[src/rtl/demux1x2_stream32.sv]
// rtl/demux1x2_stream32.sv - registered 1-to-2 stream demux; optional per-channel word counters via DEMUX_WORD_COUNT_EN
module demux1x2_stream32 #(
    parameter int WIDTH = 32,
    parameter int CNT_W = 16
) (
    input  logic             clk,
    input  logic             rst,
    input  logic [WIDTH-1:0] a,
    input  logic             selection,
    input  logic             a_valid,
    output logic             a_ready,
    output logic [WIDTH-1:0] y0,
    output logic             y0_valid,
    input  logic             y0_ready,
    output logic [WIDTH-1:0] y1,
    output logic             y1_valid,
    input  logic             y1_ready,
    output logic [CNT_W-1:0] cnt0,
    output logic [CNT_W-1:0] cnt1
);

    // Each channel is a one-entry register; its valid bit is the EMPTY/FULL state.
    logic             y0_valid_q, y0_valid_d;
    logic             y1_valid_q, y1_valid_d;
    logic [WIDTH-1:0] y0_q, y0_d;
    logic [WIDTH-1:0] y1_q, y1_d;

    logic can_take0, can_take1;
    logic take0, take1;
    logic out_fire0, out_fire1;

    // Handshake decode: a channel can accept when empty or draining this cycle.
    always_comb begin
        can_take0 = !y0_valid_q || y0_ready;
        can_take1 = !y1_valid_q || y1_ready;
        a_ready   = selection ? can_take1 : can_take0;
        take0     = a_valid && a_ready && !selection;
        take1     = a_valid && a_ready &&  selection;
        out_fire0 = y0_valid_q && y0_ready;
        out_fire1 = y1_valid_q && y1_ready;
    end

    // State register: channel valids and held words, cleared asynchronously.
    always_ff @(posedge clk or posedge rst) begin
        if (rst) begin
            y0_valid_q <= 1'b0;
            y1_valid_q <= 1'b0;
            y0_q       <= '0;
            y1_q       <= '0;
        end else begin
            y0_valid_q <= y0_valid_d;
            y1_valid_q <= y1_valid_d;
            y0_q       <= y0_d;
            y1_q       <= y1_d;
        end
    end

    // Next state: a new word wins over a drain, so fill+drain keeps the channel full.
    always_comb begin
        y0_d       = y0_q;
        y1_d       = y1_q;
        y0_valid_d = y0_valid_q;
        y1_valid_d = y1_valid_q;
        if (take0) begin
            y0_d       = a;
            y0_valid_d = 1'b1;
        end else if (out_fire0) begin
            y0_valid_d = 1'b0;
        end
        if (take1) begin
            y1_d       = a;
            y1_valid_d = 1'b1;
        end else if (out_fire1) begin
            y1_valid_d = 1'b0;
        end
    end

    // Outputs come straight from the registers.
    always_comb begin
        y0       = y0_q;
        y1       = y1_q;
        y0_valid = y0_valid_q;
        y1_valid = y1_valid_q;
    end

`ifdef DEMUX_WORD_COUNT_EN
    logic [CNT_W-1:0] cnt0_q, cnt1_q;

    // Delivered-word counters, wrapping freely; only reset clears them.
    always_ff @(posedge clk or posedge rst) begin
        if (rst) begin
            cnt0_q <= '0;
            cnt1_q <= '0;
        end else begin
            if (out_fire0) cnt0_q <= cnt0_q + CNT_W'(1);
            if (out_fire1) cnt1_q <= cnt1_q + CNT_W'(1);
        end
    end

    assign cnt0 = cnt0_q;
    assign cnt1 = cnt1_q;
`else
    assign cnt0 = '0;
    assign cnt1 = '0;
`endif

endmodule

[config.mk]
export PLATFORM = sky130hd
export DESIGN_NAME = demux1x2_stream32
export DESIGN_NICKNAME = d
export VERILOG_FILES = /design/src/rtl/demux1x2_stream32.sv
export SDC_FILE = /design/constraint.sdc
export NUM_CORES = 1
export LEC_CHECK = 0
export BUFFER_PORTS_ARGS = -buffer_cell sky130_fd_sc_hd__buf_2
export CORE_MARGIN = 8
export CORE_UTILIZATION = 40
export DETAILED_ROUTE_END_ITERATION = 8
export GPL_TIMING_DRIVEN = 0
export PLACE_DENSITY = 0.71
export SYNTH_ARGS = -nofsm -noshare
export SYNTH_HDL_FRONTEND = slang
export SYNTH_SLANG_ARGS = --single-unit
[constraint.sdc]
create_clock -name clk -period 2.5 [get_ports clk]
set_clock_uncertainty 0.1 [all_clocks]
set_input_delay 0.375 -clock clk [delete_from_list [all_inputs] [get_ports clk]]
set_output_delay 0.375 -clock clk [all_outputs]
set_load 0.02 [all_outputs]
==> results.toml, run 1 <==
[run_status]
outcome = "finished clean"

[die]
ioPinCount = 137
core_sq_mm = 0.00676
dieArea_sq_mm = 0.00984
die_h_um = 99.2
initial_utilization_pct = 41.0
rows = 30
fp.dieW_um = 99.2

[drt]
drt-vias-per-instance = 4.32
wl_per_cell_um = 14.7
drt-initial-drc-count = 31
drtPass1Iterations = 2
final_antenna_net_count = 0
wl_mm = 6.05
drc = 0
route.vias.total = 1779

[cts]
ctsResizeCount = 0
cts.sinks = 66
clkLatencyLatePin_ns = 0.32
cts_tree = "yes"
ctsLongestPathBuffers = 2
postCtsHoldBufs = 0
cts_htree_levels = 3
cts-root-buf = "clkbuf_8"
post-cts-setup-buffers = 0
cts_buffers = 9
clk_pin_slew_ns = 0.07

[final_layout]
area_growth_pct = 35.3
antenna_cells = 0
drive_above_1_share_pct = 67.5
final_area_sq_mm = 0.00374
fillers = 599
final_cell_mix = "buf_2, dfrtp_1, mux2_2"
layout_commonest_cell = "buf_2"
fin_nets = 365

[hold_path]
holdCritPathClass = "primary input to asynchronous set/reset pin"

[power]
peakVddDrop_mv = 0.515
leakagePower_uw = 0.00190
power_uw = 3160
p_per_area_mw_per_mm2 = 844

[setup_path]
arrival_ns = 1.25
critPathSlowestCell = "dfrtp_1"
worstPathRequired_ns = 2.03
r2r_end = "y0[31]"
path_cells = "and2b_1 -> a21oi_1 -> buf_2"
path_delay_family = "flip-flops"
startpoint_type = "register"
path_buf_inv = 1
crit_path_end_kind = "primary output"
cpPeakStageDelay_ns = 0.37
r2r_start = "y0_valid"
reg2reg_depth = 4
regToRegSetupSlack_ns = 0.90
path_class = "register to primary output"
path_max_fanout = 3

[sta]
layout_setup_ws_ns = 0.777
worst_pin_slew_ns = 0.859
relSlewSlack_pct = 42.6
slew_violations = 0
fin_setup_tns_ns = 0
fin_crit_sh_pct = 68.9
fin_crit_ns = 1.72
setup_viol = 0
fmax_mhz = 580
hold_viol_final = 0
grt_setup_unrepaired = "false"

[global_route]
grt_max_degree = 42
grt_pass1_vias = 1963
grt_usage_pct = 12.5
grt-ovfl-total = 0
antenna_found_initial = 0
grt_pass1_wl_mm = 9.72

[synth]
yosys_warnings = 0
synth_cell_type_count = 17
synth.avg_cell_area_sq_um = 15.4
synthesis.instances = 180
yosysSeqAreaShare_pct = 59.7
ys_seq_elements = 66
syn-cell-area_sq_mm = 0.00277

[placement]
dp_hpwl_mm = 4.77
dp_slack_ns = 0.762
port_buffers = 104
gp_congestion = 0.649
post_dp_cell_area_sq_mm = 0.00352

[job]
cap_violations = 0
## stage by stage
| step | hold slack [ns] | utilization, % | std cells |
|---|---|---|---|
| global placement | 0.371 | 51.9 | 395 |
| finish | 0.110 | 55.4 | 412 |
| detailed placement | 0.378 | 52.2 | 396 |
| global route | 0.155 | 55.4 | 412 |
| CTS | 0.138 | 55.4 | 412 |
| floorplan | 0.384 | - | 211 |
## final cells by class
class / instances / area (sq um) / area share [%]
clock inverters: 5 / 77.6 / 2.07
clock buffers: 11 / 141 / 3.78
multi-input cells: 105 / 912 / 24.4
plain buffers: 38 / 313 / 8.36
well taps: 80 / 100 / 2.67
flip-flops and latches: 66 / 1650 / 44.1
inverters: 2 / 7.51 / 0.201
repair buffers: 105 / 541 / 14.4
## flip-flops by register name (all words and copies together) (netlist names)
name,flops
y0,32
y1,32
y0_valid,1
y1_valid,1
## where the power goes
part,internal (uW),total [uW],switching [uW]
registers,1260,1350,87.2
clock network,585,965,380
logic,355,849,494
## worst register-to-register path: stages, from the launching register on
cell and delay [ns]:
dfrtp_1 0.39, nand2b_2 0.08, nor3b_4 0.34, buf_6 0.22
mux2_2 0.34
## how the worst max path moves through the flow
stage	start	to	slack, ns	cells past startpoint
6_report	y1_valid	a_ready	0.78	3
2_1_floorplan	rst	y0[0]	0.37	1
4_1_cts	y1_valid	a_ready	0.75	3
3_3_place_gp	rst	y0[7]	-0.44	2
3_5_place_dp	y0_ready	y0[1]	0.76	5
5_1_grt	y1_valid	a_ready	0.69	3
## Yosys cell counts
cell / instances / share of area [%]
nand2_1: 1 / 0.14
clkbuf_8: 2 / 0.99
nand2b_2: 1 / 0.32
and2b_1: 1 / 0.27
nor2_4: 1 / 0.41
mux2_1: 2 / 0.81
conb_1: 1 / 0.14
or2b_1: 1 / 0.27
mux2_2: 62 / 25
inv_1: 2 / 0.27
dfrtp_1: 66 / 60
o21ai_0: 1 / 0.18
a21oi_1: 1 / 0.18
nor3b_4: 1 / 0.68
buf_4: 32 / 8.7
buf_6: 4 / 1.6
nor2_1: 1 / 0.14
## cells by family (layout without fill, tap and decap cells)
kind of cell | count (synthesis) | count (layout) | synth area share (%)
flops | 66 | 66 | 59.7
simple gates | 7 | 7 | 2.22
other cells | 1 | 32 | 0.135
compound gates | 2 | 2 | 0.361
buf+inv | 40 | 161 | 11.6
mux | 64 | 64 | 26.0
## metal layers
metal | GRT usage (%) | routed length [um] | vias to the layer above
met5 | 0 | 0 | -
met4 | 5.94 | 103 | 0
met3 | 6.91 | 707 | 12
met2 | 19.3 | 2780 | 80
met1 | 13.8 | 2460 | 846
li1 | - | - | 841
No activity file was read; power rests on OpenSTA's default activity.
==> run 2, diff against run 1 <==
==> constraint.sdc (replaced) <==
create_clock -name clk -period 1.77 [get_ports clk]
set_clock_uncertainty 0.1 [all_clocks]
set_input_delay 0.2655 -clock clk [delete_from_list [all_inputs] [get_ports clk]]
set_output_delay 0.2655 -clock clk [all_outputs]
set_load 0.02 [all_outputs]
==> results.toml, run 2 (synthesized netlist as in run 1, its figures left out) <==
[placement]
gp_congestion = 0.678
dp_hpwl_mm = 4.76
port_buffers = 104
placed_cells = 396

[global_route]
grt-ovfl-total = 0
antenna_found_initial = 0
grt_usage_pct = 12.9
grt_max_degree = 42
grt_pass1_vias = 1998
grt_pass1_wl_mm = 10.0

[final_layout]
final_cell_count_no_fill = 413
final_cell_mix = "buf_2, dfrtp_1, mux2_2"
fillers = 600
layout_commonest_cell = "buf_2"
drive_above_1_share_pct = 67.3
area_growth_pct = 35.8
fin_nets = 366
antenna_cells = 0

[power]
leakagePower_uw = 0.00190
peakVddDrop_mv = 0.694
p_per_area_mw_per_mm2 = 1190

[sta]
fmax_mhz = 620
fin_crit_sh_pct = 91.1
setup_viol = 0
fin_setup_tns_ns = 0
grt_setup_unrepaired = "false"
relSlewSlack_pct = 61.1
hold_viol_final = 0
whs_ns = 0.0588
fin_crit_ns = 1.61
worst_pin_slew_ns = 0.583
slew_violations = 0

[die]
initial_utilization_pct = 41.0
ioPinCount = 137
fp.dieW_um = 99.2
dieArea_sq_mm = 0.00984
core_sq_mm = 0.00676
die_h_um = 99.2
rows = 30

[drt]
wl_mm = 6.08
final_antenna_net_count = 0
route.vias.total = 1797
drc = 0
drtPass1Iterations = 3
drt-vias-per-instance = 4.35
drt-initial-drc-count = 12
wl_per_cell_um = 14.7

[run_status]
outcome = "finished clean"

[cts]
cts.sinks = 66
cts_htree_levels = 3
ctsResizeCount = 0
post-cts-setup-buffers = 0
ctsLongestPathBuffers = 2
clk_pin_slew_ns = 0.07
cts_buffers = 9
postCtsHoldBufs = 1
cts_tree = "yes"
clkLatencyLatePin_ns = 0.33
cts-root-buf = "clkbuf_8"

[setup_path]
path_max_fanout = 3
cpPeakStageDelay_ns = 0.37
critPathSlowestCell = "dfrtp_1"
path_class = "register to primary output"
startpoint_type = "register"
crit_path_end_kind = "primary output"
path_buf_inv = 1
path_cells = "and2b_1 -> a21oi_1 -> buf_2"
path_delay_family = "flip-flops"
arrival_ns = 1.25
worstPathRequired_ns = 1.40

[job]
cap_violations = 0

[hold_path]
holdCritPathClass = "primary input to register"
-- run 2: cell count changes in the layout (fill, tap and decap cells not counted), sizes merged --
| cell | before | now |
|---|---|---|
| clkinvlp | 1 | 2 |
| dlygate4sd3 | 0 | 1 |
| inv | 2 | 1 |
-- run 2: worst paths after layout --
path | depth (start not counted) | start | end | slack [ns]
max | 3 | y1_valid | a_ready | 0.16
min | 2 | a[8] | y1[8] | 0.06
max reg2reg | 4 | y0_valid | y0[23] | 0.16
min reg2reg | 1 | y1[8] | y1[8] | 0.39
max in group asynchronous | 4 | rst | y1[15] | 0.53
min in group asynchronous | 3 | rst | y1[7] | 0.45
-- run 2: worst reg2reg max path, cell delays in order, from the launching register on --
cell      delay [ns]
dfrtp_1         0.39
nand2b_2        0.08
nor3b_4         0.35
buf_6           0.22
mux2_2          0.35
-- run 2: per-layer routing --
metal	track usage [%]	part of all wire [%]	vias up	routed length [um]
li1	-	-	851	-
met4	5.24	1.3	0	78
met3	6.70	11	9	647
met5	0	0	-	0
met1	14.0	40	855	2460
met2	20.8	48	82	2890
-- run 2: metrics by stage --
| step | utilization (%) | setup WS (ns) | area (sq um) | power [uW] |
|---|---|---|---|---|
| 6_report | 55.6 | 0.157 | 3760 | 4470 |
| 5_1_grt | 55.6 | 0.00803 | 3760 | 4710 |
| 4_1_cts | 55.6 | 0.0880 | 3760 | 4560 |
| 3_5_place_dp | 52.2 | 0.124 | 3530 | 3150 |
| 3_3_place_gp | 51.9 | 0.142 | 3510 | 3120 |
| 2_1_floorplan | - | 0.195 | 2890 | 2720 |
-- run 2: power by group --
| part | internal, uW | switching, uW |
|---|---|---|
| registers | 1780 | 122 |
| clock network | 827 | 546 |
| logic | 503 | 699 |
-- run 2: cell type report --
type / count / area (sq um) / share of cell area (%)
tap: 80 / 100 / 2.66
inverter: 2 / 11.3 / 0.300
clock inverter: 5 / 77.6 / 2.06
buffer: 38 / 313 / 8.33
clock buffer: 11 / 141 / 3.76
multi-input combinational: 105 / 912 / 24.3
timing repair buffer: 106 / 551 / 14.7
sequential: 66 / 1650 / 44.0
==> run 3, diff against run 2 <==
--- a/config.mk
+++ b/config.mk
@@ -5,12 +5,14 @@
 export SDC_FILE = /design/constraint.sdc
 export NUM_CORES = 1
 export LEC_CHECK = 0
+export ABC_AREA = 1
+export ABC_CLOCK_PERIOD_IN_PS = 1770
 export BUFFER_PORTS_ARGS = -buffer_cell sky130_fd_sc_hd__buf_2
 export CORE_MARGIN = 8
 export CORE_UTILIZATION = 40
 export DETAILED_ROUTE_END_ITERATION = 8
 export GPL_TIMING_DRIVEN = 0
-export PLACE_DENSITY = 0.71
+export PLACE_DENSITY = 0.7
 export SYNTH_ARGS = -nofsm -noshare
 export SYNTH_HDL_FRONTEND = slang
 export SYNTH_SLANG_ARGS = --single-unit
==> results.toml, run 3 <==
[run_status]
outcome = "finished clean"

[setup_path]
path_class = "register to primary output"
worstPathRequired_ns = 1.40
arrival_ns = 1.33
path_max_fanout = 10
startpoint_type = "register"
crit_path_end_kind = "primary output"

[sta]
hold_viol_final = 0
relSlewSlack_pct = 55.5
worst_pin_slew_ns = 0.667
fmax_mhz = 591
fin_crit_ns = 1.69
slew_violations = 0
fin_setup_tns_ns = 0
setup_viol = 0
grt_setup_unrepaired = "false"
fin_crit_sh_pct = 95.7

[die]
fp.dieW_um = 102
die_h_um = 102
rows = 31
initial_utilization_pct = 41.1
dieArea_sq_mm = 0.0105
core_sq_mm = 0.00725
ioPinCount = 137

[cts]
post-cts-setup-buffers = 0
cts.sinks = 66
cts-root-buf = "clkbuf_8"
cts_htree_levels = 3
clkLatencyLatePin_ns = 0.33
cts_tree = "yes"
ctsLongestPathBuffers = 2
clk_pin_slew_ns = 0.07
cts_buffers = 9

[synth]
synth_cell_type_count = 10
synthFlopType = "dfrtp_1"
synth_top_area_cell = "dfrtp_1"
synth.avg_cell_area_sq_um = 9.04
synthArstFlopShare_pct = 100
synthesis.instances = 330
ys_top_cells_by_count = "nand2_1, dfrtp_1, nand4_1"
yosysTopAreaCellShare_pct = 55.4
synth-edff-count = 0
yosysMostFrequentCell = "nand2_1"
synthTopCellsByArea = "dfrtp_1, nand2_1, nand4_1, buf_4, buf_2"
yosysSeqAreaShare_pct = 55.4
syn-cell-area_sq_mm = 0.00298
yosys_warnings = 0
ys_seq_elements = 66

[job]
cap_violations = 0

[drt]
drtPass1Iterations = 4
final_antenna_net_count = 0
wl_mm = 8.75
drt-initial-drc-count = 121
drt-vias-per-instance = 4.74
route.vias.total = 2751
wl_per_cell_um = 15.1
drc = 0

[placement]
post_dp_cell_area_sq_mm = 0.00376
dp_hpwl_mm = 6.56
placed_cells = 564
port_buffers = 103
gp_congestion = 0.766

[hold_path]
holdCritPathClass = "primary input to register"

[global_route]
grt_pass1_wl_mm = 13.7
grt_pass1_vias = 2704
grt-ovfl-total = 0
grt_usage_pct = 17.1
grt_max_degree = 39
antenna_found_initial = 1

[final_layout]
final_cell_count_no_fill = 580
layout_commonest_cell = "nand2_1"
drive_above_1_share_pct = 37.5
final_area_sq_mm = 0.00400
area_growth_pct = 34.0
final_cell_mix = "nand2_1, buf_2, dfrtp_1"
fin_nets = 514

[power]
p_per_area_mw_per_mm2 = 1080
leakagePower_uw = 0.00234
peakVddDrop_mv = 0.539
run 3: logic make-up after synthesis:
family / Yosys count / share of synthesized area, %
buf+inv: 62 / 13.4
other cells: 1 / 0.126
simple gates: 201 / 31.1
flops: 66 / 55.4
run 3: final timing paths:
path | startpoint | end | slack, ns | cells after the start
worst max-delay path | y0_valid | a_ready | 0.08 | 5
worst min-delay path | a[7] | y0[7] | 0.09 | 3
worst max register to register | y1_valid | y1[1] | 0.39 | 5
worst min register to register | y1[29] | y1[29] | 0.37 | 2
max in group asynchronous | rst | y0[0] | 0.49 | 4
min in group asynchronous | rst | y1[20] | 0.48 | 3
run 3: stage by stage:
step                util, %  total power [uW]  hold WS [ns]  setup slack [ns]
finish                 55.1              4330        0.0910            0.0769
global route           55.1              4570        0.0706           0.00401
CTS                    54.9              4370        0.0744           0.00868
detailed placement     51.9              3070         0.292             0.168
global placement       51.6              3040         0.349             0.163
floorplan                 -              2630         0.310             0.346
run 3: area by class of cell:
type                            instances  area, sq um
Multi-Input combinational cell        233         1060
Sequential cell                        66         1650
Clock buffer                           13          169
Timing Repair Buffer                  105          548
Inverter                                4         18.8
Fill cell                             704         3260
Clock inverter                          2         35.0
Antenna cell                            1         2.50
Buffer                                 57          385
Tap cell                               99          124
run 3: routing by layer:
| metal | GRT usage, % | wire length (um) |
|---|---|---|
| met1 | 21.1 | 3590 |
| met2 | 27.4 | 4280 |
| met3 | 4.97 | 717 |
| met4 | 6.43 | 167 |
| met5 | 0 | 0 |
run 3: what timing repair did:
action / 4_1_cts / 5_1_grt
endpoints found under the setup margin: 1 / 1
hold endpoints to repair: 28 / 0
resized for setup: 4 / 3
hold buffers: 1 / 0
run 3: power breakdown:
part / switching (uW) / internal, uW
Combinational: 780 / 384
Clock: 534 / 757
Sequential: 129 / 1750
Total: 1440 / 2890
run 3: worst max-delay path: stages (launching register included):
cell     delay [ns]
dfrtp_1        0.41
nand2_4        0.13
buf_6          0.15
nand2_1        0.06
nand2_1        0.09
buf_4          0.14
